### src/rtl/status_reg.sv
// Processor status register: accumulator, N/Z/C/V flags and an optional save stack.
// Define STATUS_STACK_EN to build the save stack; without it PUSH/POP are ignored and SP/ERR read 0.
module status_reg #(
  parameter int DEPTH = 4
) (
  input  logic       CLK,
  input  logic       RST,
  input  logic [7:0] Y,
  input  logic       C,
  input  logic       V,
  input  logic       UPD,
  input  logic       LDACC,
  input  logic       SEC,
  input  logic       CLC,
  input  logic       PUSH,
  input  logic       POP,
  output logic [7:0] ACC,
  output logic       NF,
  output logic       ZF,
  output logic       CF,
  output logic       VF,
  output logic       CO,
  output logic [2:0] SP,
  output logic       ERR
);

  logic        do_pop;
  logic [11:0] pop_data;

`ifdef STATUS_STACK_EN
  localparam logic [2:0] DEPTH_W = 3'(DEPTH);

  // Entries are packed {acc, n, z, c, v}; sized to the full SP range so any SP indexes cleanly.
  logic [11:0] stk [0:7];
  logic        full, empty, do_push, misuse;
  logic [2:0]  sp_dec;

  always_comb begin
    full     = (SP == DEPTH_W);
    empty    = (SP == 3'd0);
    do_push  = PUSH & ~POP & ~full;
    do_pop   = POP & ~PUSH & ~empty;
    misuse   = (PUSH & POP) | (PUSH & full) | (POP & empty);
    sp_dec   = SP - 3'd1;
    pop_data = stk[sp_dec];
  end

  always_ff @(posedge CLK) begin
    if (RST) begin
      SP  <= 3'd0;
      ERR <= 1'b0;
    end else begin
      if (do_push) begin
        stk[SP] <= {ACC, NF, ZF, CF, VF};
        SP      <= SP + 3'd1;
      end else if (do_pop) begin
        SP <= sp_dec;
      end
      if (misuse) ERR <= 1'b1;
    end
  end
`else
  logic unused_stack_ctl;

  assign unused_stack_ctl = PUSH ^ POP;
  assign do_pop           = 1'b0;
  assign pop_data         = 12'h000;
  assign SP               = 3'd0;
  assign ERR              = 1'b0;
`endif

  always_ff @(posedge CLK) begin
    if (RST) begin
      ACC <= 8'h00;
      NF  <= 1'b0;
      ZF  <= 1'b0;
      CF  <= 1'b0;
      VF  <= 1'b0;
    end else if (do_pop) begin
      {ACC, NF, ZF, CF, VF} <= pop_data;
    end else begin
      if (LDACC) ACC <= Y;
      if (UPD) begin
        NF <= Y[7];
        ZF <= (Y == 8'h00);
        CF <= C;
        VF <= V;
      end else if (SEC & ~CLC) begin
        CF <= 1'b1;
      end else if (CLC & ~SEC) begin
        CF <= 1'b0;
      end
    end
  end

  assign CO = CF;

endmodule
### config.mk
export PLATFORM = sky130hd
export DESIGN_NAME = status_reg
export DESIGN_NICKNAME = d
export VERILOG_FILES = /design/src/rtl/status_reg.sv
export SDC_FILE = /design/constraint.sdc
export NUM_CORES = 1
export LEC_CHECK = 0
export CORE_AREA = 2 2 39 41
export CTS_CLUSTER_SIZE = 16
export DETAILED_ROUTE_END_ITERATION = 8
export DIE_AREA = 0 0 41 43
export DONT_BUFFER_PORTS = 1
export GPL_TIMING_DRIVEN = 0
export PLACE_DENSITY = 0.62
export SYNTH_ARGS = -nofsm -noshare
export SYNTH_HDL_FRONTEND = slang
export SYNTH_SLANG_ARGS = --single-unit
### constraint.sdc
create_clock -name CLK -period 1.1 [get_ports CLK]
set_input_delay 0.11 -clock CLK [delete_from_list [all_inputs] [get_ports CLK]]
set_output_delay 0.11 -clock CLK [all_outputs]
set_load 0.1 [all_outputs]
==> results of run 1 <==
==> sequential cells by signal (all words and copies together) (netlist names) <==
register and cells:
CF 1, ACC 8, VF 1, ZF 1, NF 1
==> synth_stat cells <==
library cell,count,share of area [%]
conb_1,1,0.72
buf_4,6,8.6
nor4b_4,1,4.5
nor2_1,11,7.9
nor4_1,1,1.2
mux2i_1,10,19
a21oi_1,1,0.95
inv_1,1,0.72
dfxtp_1,12,46
nor3b_1,1,1.4
buf_6,1,2.1
buf_2,1,0.95
a221oi_2,1,2.9
a31o_1,1,1.7
o21bai_1,1,1.4
==> worst paths after layout <==
check / start / endpoint / slack [ps] / depth (start not counted)
hold reg to reg: ACC[7] / ACC[7] / 770 / 2
setup reg to reg: CF / CF / 80 / 2
hold / removal: Y[5] / ACC[5] / 0.3 / 2
setup / recovery: CF / CO / -70 / 1
==> power breakdown <==
part	switching (mW)	leakage, nW	total (mW)	internal [mW]
clock network	0.147	0.0210	0.348	0.201
registers	0.195	0.104	0.656	0.461
logic	0.121	0.201	0.199	0.0787
==> kinds of logic (layout without fill, tap and decap cells) <==
kind of cell    count (synthesis)  in the layout
compound gates                  4              4
flops                          12             12
other cells                     1              4
simple gates                   14             14
buf+inv                         9             22
mux                            10             10
==> cell type report <==
cell class	count	area, sq um	area share [%]
sequential	12	260	36.4
multi-input combinational	32	230	32.2
timing repair buffer	9	90.1	12.6
buffer	8	73.8	10.3
clock buffer	4	36.3	5.08
tap	16	20.0	2.80
inverter	1	3.75	0.525
==> per-stage QoR <==
step	area (sq um)	utilization, %	setup TNS [ps]	worst slack (ps)	power, mW
after floorplan	553	-	0	65.4	0.821
after global placement	573	41.4	0	39.4	0.832
after detailed placement	573	41.4	0	39.8	0.835
after CTS	712	51.4	-79.6	-79.6	1.22
after global routing	714	51.6	-97.6	-97.6	1.25
final	714	51.6	-66.7	-66.7	1.20
==> what timing repair did <==
| action | CTS | global route |
|---|---|---|
| setup endpoints to repair | 1 | 2 |
| cloned | 0 | 0 |
| resized for setup | 3 | 1 |
| endpoints found under the hold margin | 9 | 0 |
| hold buffers | 9 | 0 |
==> metal layers <==
layer  vias to the layer above  global-route usage (%)
met5                         -                       0
met1                       162                    14.2
met3                         2                    4.19
li1                        191                       -
met2                        21                    22.5
met4                         0                    6.00
==> metrics.md, run 1 <==
| Metric | Value |
|---|---|
| Failing checks | `negative setup slack` |
| Fillcell total | `145` |
| Largest stage delay, worst path | `560 ps` |
| P&R area growth vs syn | `36.3%` |
| Final hold viol count | `0` |
| Synth Area in Simple Gates | `15.0%` |
| Detailed-route wire length | `1020 um` |
| Post-CTS Setup Repair Bufs | `0` |
| Worst-margin pin slew | `528 ps` |
| Tot GR Track Use | `13.4%` |
| Initial antenna violation count | `0` |
| Max cap viols | `0` |
| Most common cell after layout, fill and taps aside | `nor2_1` |
| Row count | `14` |
| Synthesized flop and latch total | `12` |
| CTS tree | `built` |
| Top layer in use | `met4` |
| Die Span X | `41 um` |
| Critical Path AT | `1060 ps` |
| Crit Path Category | `flop to output pin` |
| Antenna-violating nets left | `0` |
| Cell family with most CP delay | `flip-flops` |
| Most frequent cells in the layout | `nor2_1, dfxtp_2, mux2i_1, dlygate4sd3_1, buf_4` |
| Final Slew Violations | `0` |
| Largest family of logic cells by synthesized area | `multiplexers` |
| Crit start category | `flop` |
| P_leak | `0.326 nW` |
| Met2 wire len | `514 um` |
| Fin Hold WS | `0.270 ps` |
| Largest net degree at the start of global routing | `11` |
| Xor-xnor portion of the synthesized cell area | `0%` |
| YS warnings | `0` |
| Min-Delay Path Class | `primary input to flop` |
| # placed instances | `69` |
| Adder-cell share of the synthesized area | `0%` |
| Clock sink total | `12` |
| Core ar. | `1380 sq um` |
| Antenna Cells | `0` |
| CTS max path bufs | `2` |
| Status | `finished, violations left` |
| Share of layout cells above drive strength 1 | `39.4%` |
| Final worst slack | `-66.7 ps` |
| Tcrit/Tclk final | `106%` |
| Avg Cell Area, Syn | `10.5 sq um` |
| Worst vdd ir | `0.819 mV` |
| CP cell instances | `buf_12` |
| DR vias | `376` |
| TritonCTS buffer count | `3` |
| Worst-path fanout max | `4` |
| Mux cell area share after synthesis | `19.1%` |
| Height of the die | `43 um` |
| CTS HTree Levels | `1` |
| 1st-iter DRT viols | `2` |
| Synth Instances | `50` |
| Grt total ovfl | `0` |
| Final min period | `1170 ps` |
| Layout Skew | `0 ps` |
| RSZ-0062 raised after global routing | `yes` |
| DP HPWL | `749 um` |
| First-pass GRT wire length | `1570 um` |
| Wire per inst | `12.5 um` |
| Rel. slew slack | `64.8%` |
| Port bufs | `0` |
| Non-Filler Instances | `82` |
| Required time worst endpoint | `990 ps` |
| Final nets | `85` |
| DR vias/cell | `4.59` |
| # setup viols final | `1` |
| Gp weighted congestion | `0.598` |
| Clock root buffer | `clkbuf_4` |
| Number of global-route vias before repair | `376` |
| Pwr dens | `1680 nW/um^2` |
| Drt drc | `0` |
| Initial core utilization | `37.9%` |
| Met3 routed WL | `106 um` |
| Crit. End Element | `output pin` |
| Clk_lat worst skew | `270 ps` |
| Sequential area share after synthesis | `45.8%` |
| Slowest stage cell, crit path | `dfxtp_4` |
| Maximum clock frequency | `857 MHz` |
| M1 WL | `386 um` |
| Compound-gate portion of the synthesized area | `6.92%` |
| Num ports | `35` |
| Drt first pass iters | `4` |
| Post-synth cell types | `15` |
| Clk slew on worst S/H paths | `70 ps` |
| Crit path buffers/inverters | `1` |
| Die Area | `1760 sq um` |
| Syn Std Cell Area | `524 sq um` |
(Power assumes the default switching activity.)
==> inputs of run 2 (changes only) <==
--- a/config.mk
+++ b/config.mk
@@ -5,13 +5,14 @@
 export SDC_FILE = /design/constraint.sdc
 export NUM_CORES = 1
 export LEC_CHECK = 0
+export ABC_AREA = 1
 export CORE_AREA = 2 2 39 41
 export CTS_CLUSTER_SIZE = 16
 export DETAILED_ROUTE_END_ITERATION = 8
 export DIE_AREA = 0 0 41 43
 export DONT_BUFFER_PORTS = 1
 export GPL_TIMING_DRIVEN = 0
-export PLACE_DENSITY = 0.62
+export PLACE_DENSITY = 0.61
 export SYNTH_ARGS = -nofsm -noshare
 export SYNTH_HDL_FRONTEND = slang
 export SYNTH_SLANG_ARGS = --single-unit
==> run 2 against run 1 <==
  * The flow finishes with violations (negative hold slack, negative setup slack)
  * Clock power down 2%
  * Non-clock buffer count down 1
  * Count of clock-buffer cells in the layout unchanged
  * Area after synthesis down 2.4%
  * Clock skew unchanged
  * Cell count up 22%
  * Combinational power about the same
  * Die area unchanged
  * Register-to-register slack about the same
==> metrics.md, run 2 <==
| Metric | Value |
|---|---|
| Status | `finished, violations left` |
| Failing checks | `negative hold slack, negative setup slack` |
| Flop-to-flop setup slack | `90 ps (about the same)` |
| M1 WL | `462 um (+20%)` |
| Wire per inst | `10.8 um (-13%)` |
| P&R area growth vs syn | `36.7%` |
| Final min period | `1150 ps (-12.2 ps)` |
| YS warnings | `0 (unchanged)` |
| Synth area leader | `dfxtp_1` |
| Post-synth cell types | `16 (+1)` |
| Max cap viols | `0 (unchanged)` |
| Final hold viol count | `1 (+1)` |
| Min-Delay Path Class | `primary input to flop` |
| Non-Filler Instances | `100 (+22%)` |
| Gp weighted congestion | `0.674 (+13%)` |
| Synth Flop Type | `dfxtp_1` |
| Row count | `14 (unchanged)` |
| Met3 routed WL | `141 um (+33%)` |
| Antenna Cells | `0 (unchanged)` |
| Number of flops mapped to enable cells by yosys | `0 (unchanged)` |
| Drt drc | `0 (unchanged)` |
| Avg Cell Area, Syn | `7.53 sq um (-28%)` |
| Finished Cell Area | `699 sq um (-2.1%)` |
| Critical Path AT | `1040 ps (-20 ps)` |
| Share of flip-flops with an asynchronous set or reset | `0% (unchanged)` |
| CTS max path bufs | `2 (unchanged)` |
| Top layer in use | `met4` |
| Crit start category | `flop` |
| Slowest stage cell, crit path | `dfxtp_4` |
| Crit path buffers/inverters | `1 (unchanged)` |
| # setup viols final | `1 (unchanged)` |
| Hold Crit Depth | `2 (unchanged)` |
| Initial antenna violation count | `0 (unchanged)` |
| Sequential area share after synthesis | `46.9% (+1.1 points)` |
| CP cell instances | `buf_12` |
| Core Util, Final | `50.5% (-1.1 points)` |
| Synthesized flop and latch total | `12 (unchanged)` |
| Antenna-violating nets left | `0 (unchanged)` |
| Synth top area share | `46.9% (+1.1 points)` |
| P_leak | `0.326 nW (+0.13%)` |
| Worst vdd ir | `0.880 mV (+7.4%)` |
| Tot GR Track Use | `14.1% (+0.69 points)` |
| Final nets | `103 (+21%)` |
| Height of the die | `43 um (unchanged)` |
| Layout Skew | `0 ps (unchanged)` |
| Clk_lat worst skew | `260 ps (about the same)` |
| Largest stage delay, worst path | `560 ps (about the same)` |
| Final setup TNS | `-54.5 ps (+12.2 ps)` |
| Final Slew Violations | `0 (unchanged)` |
| Crit. End Element | `output pin` |
| Port bufs | `0 (unchanged)` |
| Worst-path fanout max | `3 (-1)` |
| Met2 wire len | `466 um (-9.3%)` |
| Clk slew on worst S/H paths | `70 ps (about the same)` |
| Num ports | `35 (unchanged)` |
| Crit Path Category | `flop to output pin` |
| Grt total ovfl | `0 (unchanged)` |
| 1st-iter DRT viols | `4 (+2)` |
| Final worst slack | `-54.5 ps (+12.2 ps)` |
| Most common cell after layout, fill and taps aside | `nor2_1` |
| Largest net degree at the start of global routing | `11 (unchanged)` |
| Synth Instances | `68 (+36%)` |
| Clock sink total | `12 (unchanged)` |
| Drt first pass iters | `4 (unchanged)` |
| Tcrit/Tclk final | `105% (-1.1 points)` |
| Placed Area | `558 sq um (-2.6%)` |
| Number of global-route vias before repair | `425 (+13%)` |
| Pwr dens | `1760 nW/um^2 (+4.3%)` |
| Core ar. | `1380 sq um (unchanged)` |
| Syn Std Cell Area | `512 sq um (-2.4%)` |
| First-pass GRT wire length | `1680 um (+6.5%)` |
| Post-synth top cells | `dfxtp_1, nor2_1, o21ai_1` |
| Largest register FFs | `8 (unchanged)` |
| Clock root buffer | `clkbuf_4` |
| Die Span X | `41 um (unchanged)` |
| Cell family with most CP delay | `flip-flops` |
| Reg with most FFs | `ACC` |
| Final Power | `1.23 mW (+2.1%)` |
| Most frequent cells in the layout | `nor2_1, dfxtp_2, o21ai_1, dlygate4sd3_1, inv_1` |
| Worst-margin pin slew | `528 ps (-0.479 ps)` |
| Share of layout cells above drive strength 1 | `31.0% (-8.4 points)` |
| Cell count along the critical path | `1 (unchanged)` |
| Dpl ws | `-53.4 ps (-93.2 ps)` |
| CTS HTree Levels | `1 (unchanged)` |
| TritonCTS buffer count | `3 (unchanged)` |
| Rel. slew slack | `64.8% (about the same)` |
| Maximum clock frequency | `866 MHz (+1.1%)` |
| DP HPWL | `748 um (-0.15%)` |
| RSZ-0062 raised after global routing | `yes` |
| Required time worst endpoint | `990 ps (about the same)` |
| Initial core utilization | `37.0% (-0.90 points)` |
| Reg2reg path depth | `2 (unchanged)` |
| DR vias | `450 (+20%)` |
| Fin Hold WS | `-1.19 ps (-1.46 ps)` |
| CTS tree | `built` |
| Detailed-route wire length | `1080 um (+6.0%)` |
| # placed instances | `87 (+26%)` |
| Top post-synthesis cells by area | `dfxtp_1, o21ai_1, buf_4, nor2_1, a21oi_1` |
| DR vias/cell | `4.50 (-1.9%)` |
| Die Area | `1760 sq um (unchanged)` |
-- run 2: changes by cell type in the layout (fill, tap and decap cells not counted), moves of 5 or more --
cell,delta
a21oi_1,+5
inv_1,+6
mux2i_1,-10
nand2_1,+6
o21ai_1,+10
-- run 2: layout make-up --
cell class                 count  area [sq um]
multi-input combinational     44           203
clock buffer                   4          36.3
timing repair buffer           9          90.1
tap                           16          20.0
sequential                    12           258
fill                         140           684
inverter                       8          30.0
buffer                         7          62.6
-- run 2: kinds of logic (layout without fill, tap and decap cells) --
logic type	after synthesis	after routing	synth area share, %
other	1	4	0.733
flip-flops	12	12	46.9
buffers and inverters	15	28	15.6
AND/OR/NAND/NOR	21	21	16.9
AO/OA/AOI/OAI	19	19	19.8
-- run 2: where the power goes --
group | total (mW) | internal (mW) | switching [mW] | leakage, nW
registers | 0.690 | 0.468 | 0.223 | 0.104
logic | 0.197 | 0.0693 | 0.127 | 0.201
clock network | 0.342 | 0.201 | 0.141 | 0.0210
-- run 2: worst paths after layout --
kind         startpoint     end
max                  CF      CO
min reg2reg          ZF      ZF
max reg2reg          ZF      ZF
min                Y[3]  ACC[3]
-- run 2: metal layers --
| metal | GRT usage, % | vias to the layer above |
|---|---|---|
| met4 | 8.00 | 0 |
| met2 | 20.6 | 24 |
| met1 | 16.1 | 188 |
| met3 | 6.28 | 2 |
| met5 | 0 | - |
| li1 | - | 236 |
-- run 2: what timing repair did --
item	CTS	global route
buffers inserted	0	0
hold endpoints to repair	9	0
setup endpoints to repair	1	1
resized for setup	4	0
hold buffers	9	0
==> inputs of run 3 (changes only) <==
--- a/config.mk
+++ b/config.mk
@@ -6,13 +6,13 @@
 export NUM_CORES = 1
 export LEC_CHECK = 0
 export ABC_AREA = 1
-export CORE_AREA = 2 2 39 41
+export CORE_MARGIN = 2
+export CORE_UTILIZATION = 35
 export CTS_CLUSTER_SIZE = 16
 export DETAILED_ROUTE_END_ITERATION = 8
-export DIE_AREA = 0 0 41 43
 export DONT_BUFFER_PORTS = 1
 export GPL_TIMING_DRIVEN = 0
-export PLACE_DENSITY = 0.61
+export PLACE_DENSITY = 0.57
 export SYNTH_ARGS = -nofsm -noshare
 export SYNTH_HDL_FRONTEND = slang
 export SYNTH_SLANG_ARGS = --single-unit
==> run 3 against run 2 <==
  * The flow finishes with violations (negative setup slack)
  * Cell count is the same
  * Critical path type unchanged
  * Non-clock buffer count grew 1
  * Largest power group unchanged
  * Largest cell class unchanged
  * First-iteration DRC count shrank 50%
  * Power grew 1.3%
  * Sequential share of layout area shrank 0.46 points
  * Highest routed layer unchanged
==> metrics.md, run 3 (same netlist as run 2, synthesis figures left out) <==
| Metric | Value |
|---|---|
| Final setup TNS | `-64.5 ps (-9.93 ps)` |
| Port bufs | `0 (unchanged)` |
| Crit Path Category | `flop to output pin` |
| # setup viols final | `1 (unchanged)` |
| Crit. End Element | `output pin` |
| Status | `finished, violations left` |
| DR vias/cell | `4.61 (+2.4%)` |
| Clk_lat worst skew | `270 ps (about the same)` |
| Rel. slew slack | `64.8% (about the same)` |
| Clock root buffer | `clkbuf_4` |
| P_leak | `0.330 nW (+1.3%)` |
| Antenna Cells | `0 (unchanged)` |
| Drt first pass iters | `2 (-2)` |
| Initial core utilization | `38.4% (+1.4 points)` |
| Clock sink total | `12 (unchanged)` |
| Gp weighted congestion | `0.671 (-0.46%)` |
| Tot GR Track Use | `15.6% (+1.6 points)` |
| Failing checks | `negative setup slack` |
| Worst-path fanout max | `3 (unchanged)` |
| Number of global-route vias before repair | `499 (+17%)` |
| Grt total ovfl | `0 (unchanged)` |
| Worst-margin pin slew | `527 ps (-0.691 ps)` |
| CP cell instances | `buf_12` |
| RSZ-0062 raised after global routing | `yes` |
| Critical Path AT | `1050 ps (about the same)` |
| Most common cell after layout, fill and taps aside | `nor2_1` |
| Num ports | `35 (unchanged)` |
| Wire per inst | `11.5 um (+6.3%)` |
| Final Power | `1.25 mW (+1.3%)` |
| DP HPWL | `807 um (+7.8%)` |
| Non-Filler Instances | `100 (unchanged)` |
| Most frequent cells in the layout | `nor2_1, dfxtp_2, o21ai_1, dlygate4sd3_1, inv_1` |
| Die Span X | `42.2 um (+3.0%)` |
| Layout Skew | `0 ps (unchanged)` |
| Max cap viols | `0 (unchanged)` |
| Slowest stage cell, crit path | `dfxtp_4` |
| Height of the die | `42.2 um (-1.8%)` |
| CTS HTree Levels | `1 (unchanged)` |
| Dpl ws | `-52.2 ps (+1.24 ps)` |
| Final nets | `104 (+0.97%)` |
| Final Slew Violations | `0 (unchanged)` |
| Cell family with most CP delay | `flip-flops` |
| Pwr dens | `1760 nW/um^2 (about the same)` |
| Crit start category | `flop` |
| CTS tree | `built` |
| Final worst slack | `-64.5 ps (-9.93 ps)` |
| First-pass GRT wire length | `2090 um (+25%)` |
| Register area | `258 sq um (unchanged)` |
| DR vias | `461 (+2.4%)` |
| 1st-iter DRT viols | `2 (-2)` |
| Share of layout cells above drive strength 1 | `30.6% (-0.36 points)` |
| # placed instances | `86 (-1.1%)` |
| Clk slew on worst S/H paths | `80 ps (about the same)` |
| CTS max path bufs | `2 (unchanged)` |
| TritonCTS buffer count | `3 (unchanged)` |
| Tcrit/Tclk final | `106% (+0.90 points)` |
| Core ar. | `1330 sq um (-3.6%)` |
| Die Area | `1780 sq um (+1.2%)` |
| Reg with most FFs | `ACC` |
| Largest register FFs | `8 (unchanged)` |
| Fillcell total | `132 (-5.7%)` |
| Min-Delay Path Class | `primary input to flop` |
| Maximum clock frequency | `859 MHz (-0.85%)` |
| Final hold viol count | `0 (-1)` |
| Final min period | `1160 ps (+9.93 ps)` |
| Required time worst endpoint | `990 ps (about the same)` |
| Initial antenna violation count | `0 (unchanged)` |
| Detailed-route wire length | `1150 um (+6.3%)` |
| Largest stage delay, worst path | `560 ps (about the same)` |
| P&R area growth vs syn | `38.4%` |
| Largest net degree at the start of global routing | `11 (unchanged)` |
| Worst vdd ir | `0.817 mV (-7.2%)` |
| Fin Hold WS | `13.2 ps (+14.4 ps)` |
| Crit path buffers/inverters | `1 (unchanged)` |
| Multi-input gate area | `203 sq um (unchanged)` |
| Drt drc | `0 (unchanged)` |
| Antenna-violating nets left | `0 (unchanged)` |
| Row count | `13 (-1)` |
run 3: cell types whose count changed in the layout (fill, tap and decap cells not counted):
| cell | delta |
|---|---|
| dlygate4sd3_1 | +1 |
run 3: path summary, 6_finish.rpt:
check / to / from / cells after the start / slack [ps]
setup reg to reg: ACC[6] / ACC[6] / 2 / 90
hold reg to reg: ZF / ZF / 2 / 740
setup / recovery: CO / CF / 1 / -60
hold / removal: NF / Y[7] / 2 / 10
run 3: report_power, final:
group / switching, mW / total, mW / internal (mW)
registers: 0.223 / 0.691 / 0.468
clock network: 0.153 / 0.354 / 0.201
logic: 0.129 / 0.201 / 0.0717
run 3: routing by layer:
| metal | GRT usage, % | wire length (um) | vias up |
|---|---|---|---|
| met2 | 24.3 | 529 | 22 |
| li1 | - | - | 236 |
| met3 | 5.17 | 107 | 2 |
| met5 | 0 | 0 | - |
| met1 | 17.7 | 501 | 201 |
| met4 | 11.3 | 12 | 0 |
run 3: metrics by stage:
stage / utilization (%) / instance area [sq um]
detailed placement: 41.7 / 557
finish: 53.1 / 708
global placement: 41.7 / 557
floorplan: - / 538
CTS: 53.1 / 708
global route: 53.1 / 708
run 3: timing repair:
| action | CTS | global route |
|---|---|---|
| endpoints found under the setup margin | 1 | 1 |
| hold buffers | 10 | 0 |
| hold endpoints to repair | 10 | 0 |
| gates cloned | 0 | 0 |
| setup buffers | 0 | 0 |
| gates resized for setup | 4 | 0 |
run 3: area by class of cell:
cell class	instances	area share, %
Buffer	7	8.83
Timing Repair Buffer	10	14.1
Tap cell	15	2.65
Multi-Input combinational cell	44	28.6
Inverter	8	4.24
Clock buffer	4	5.12
Sequential cell	12	36.4
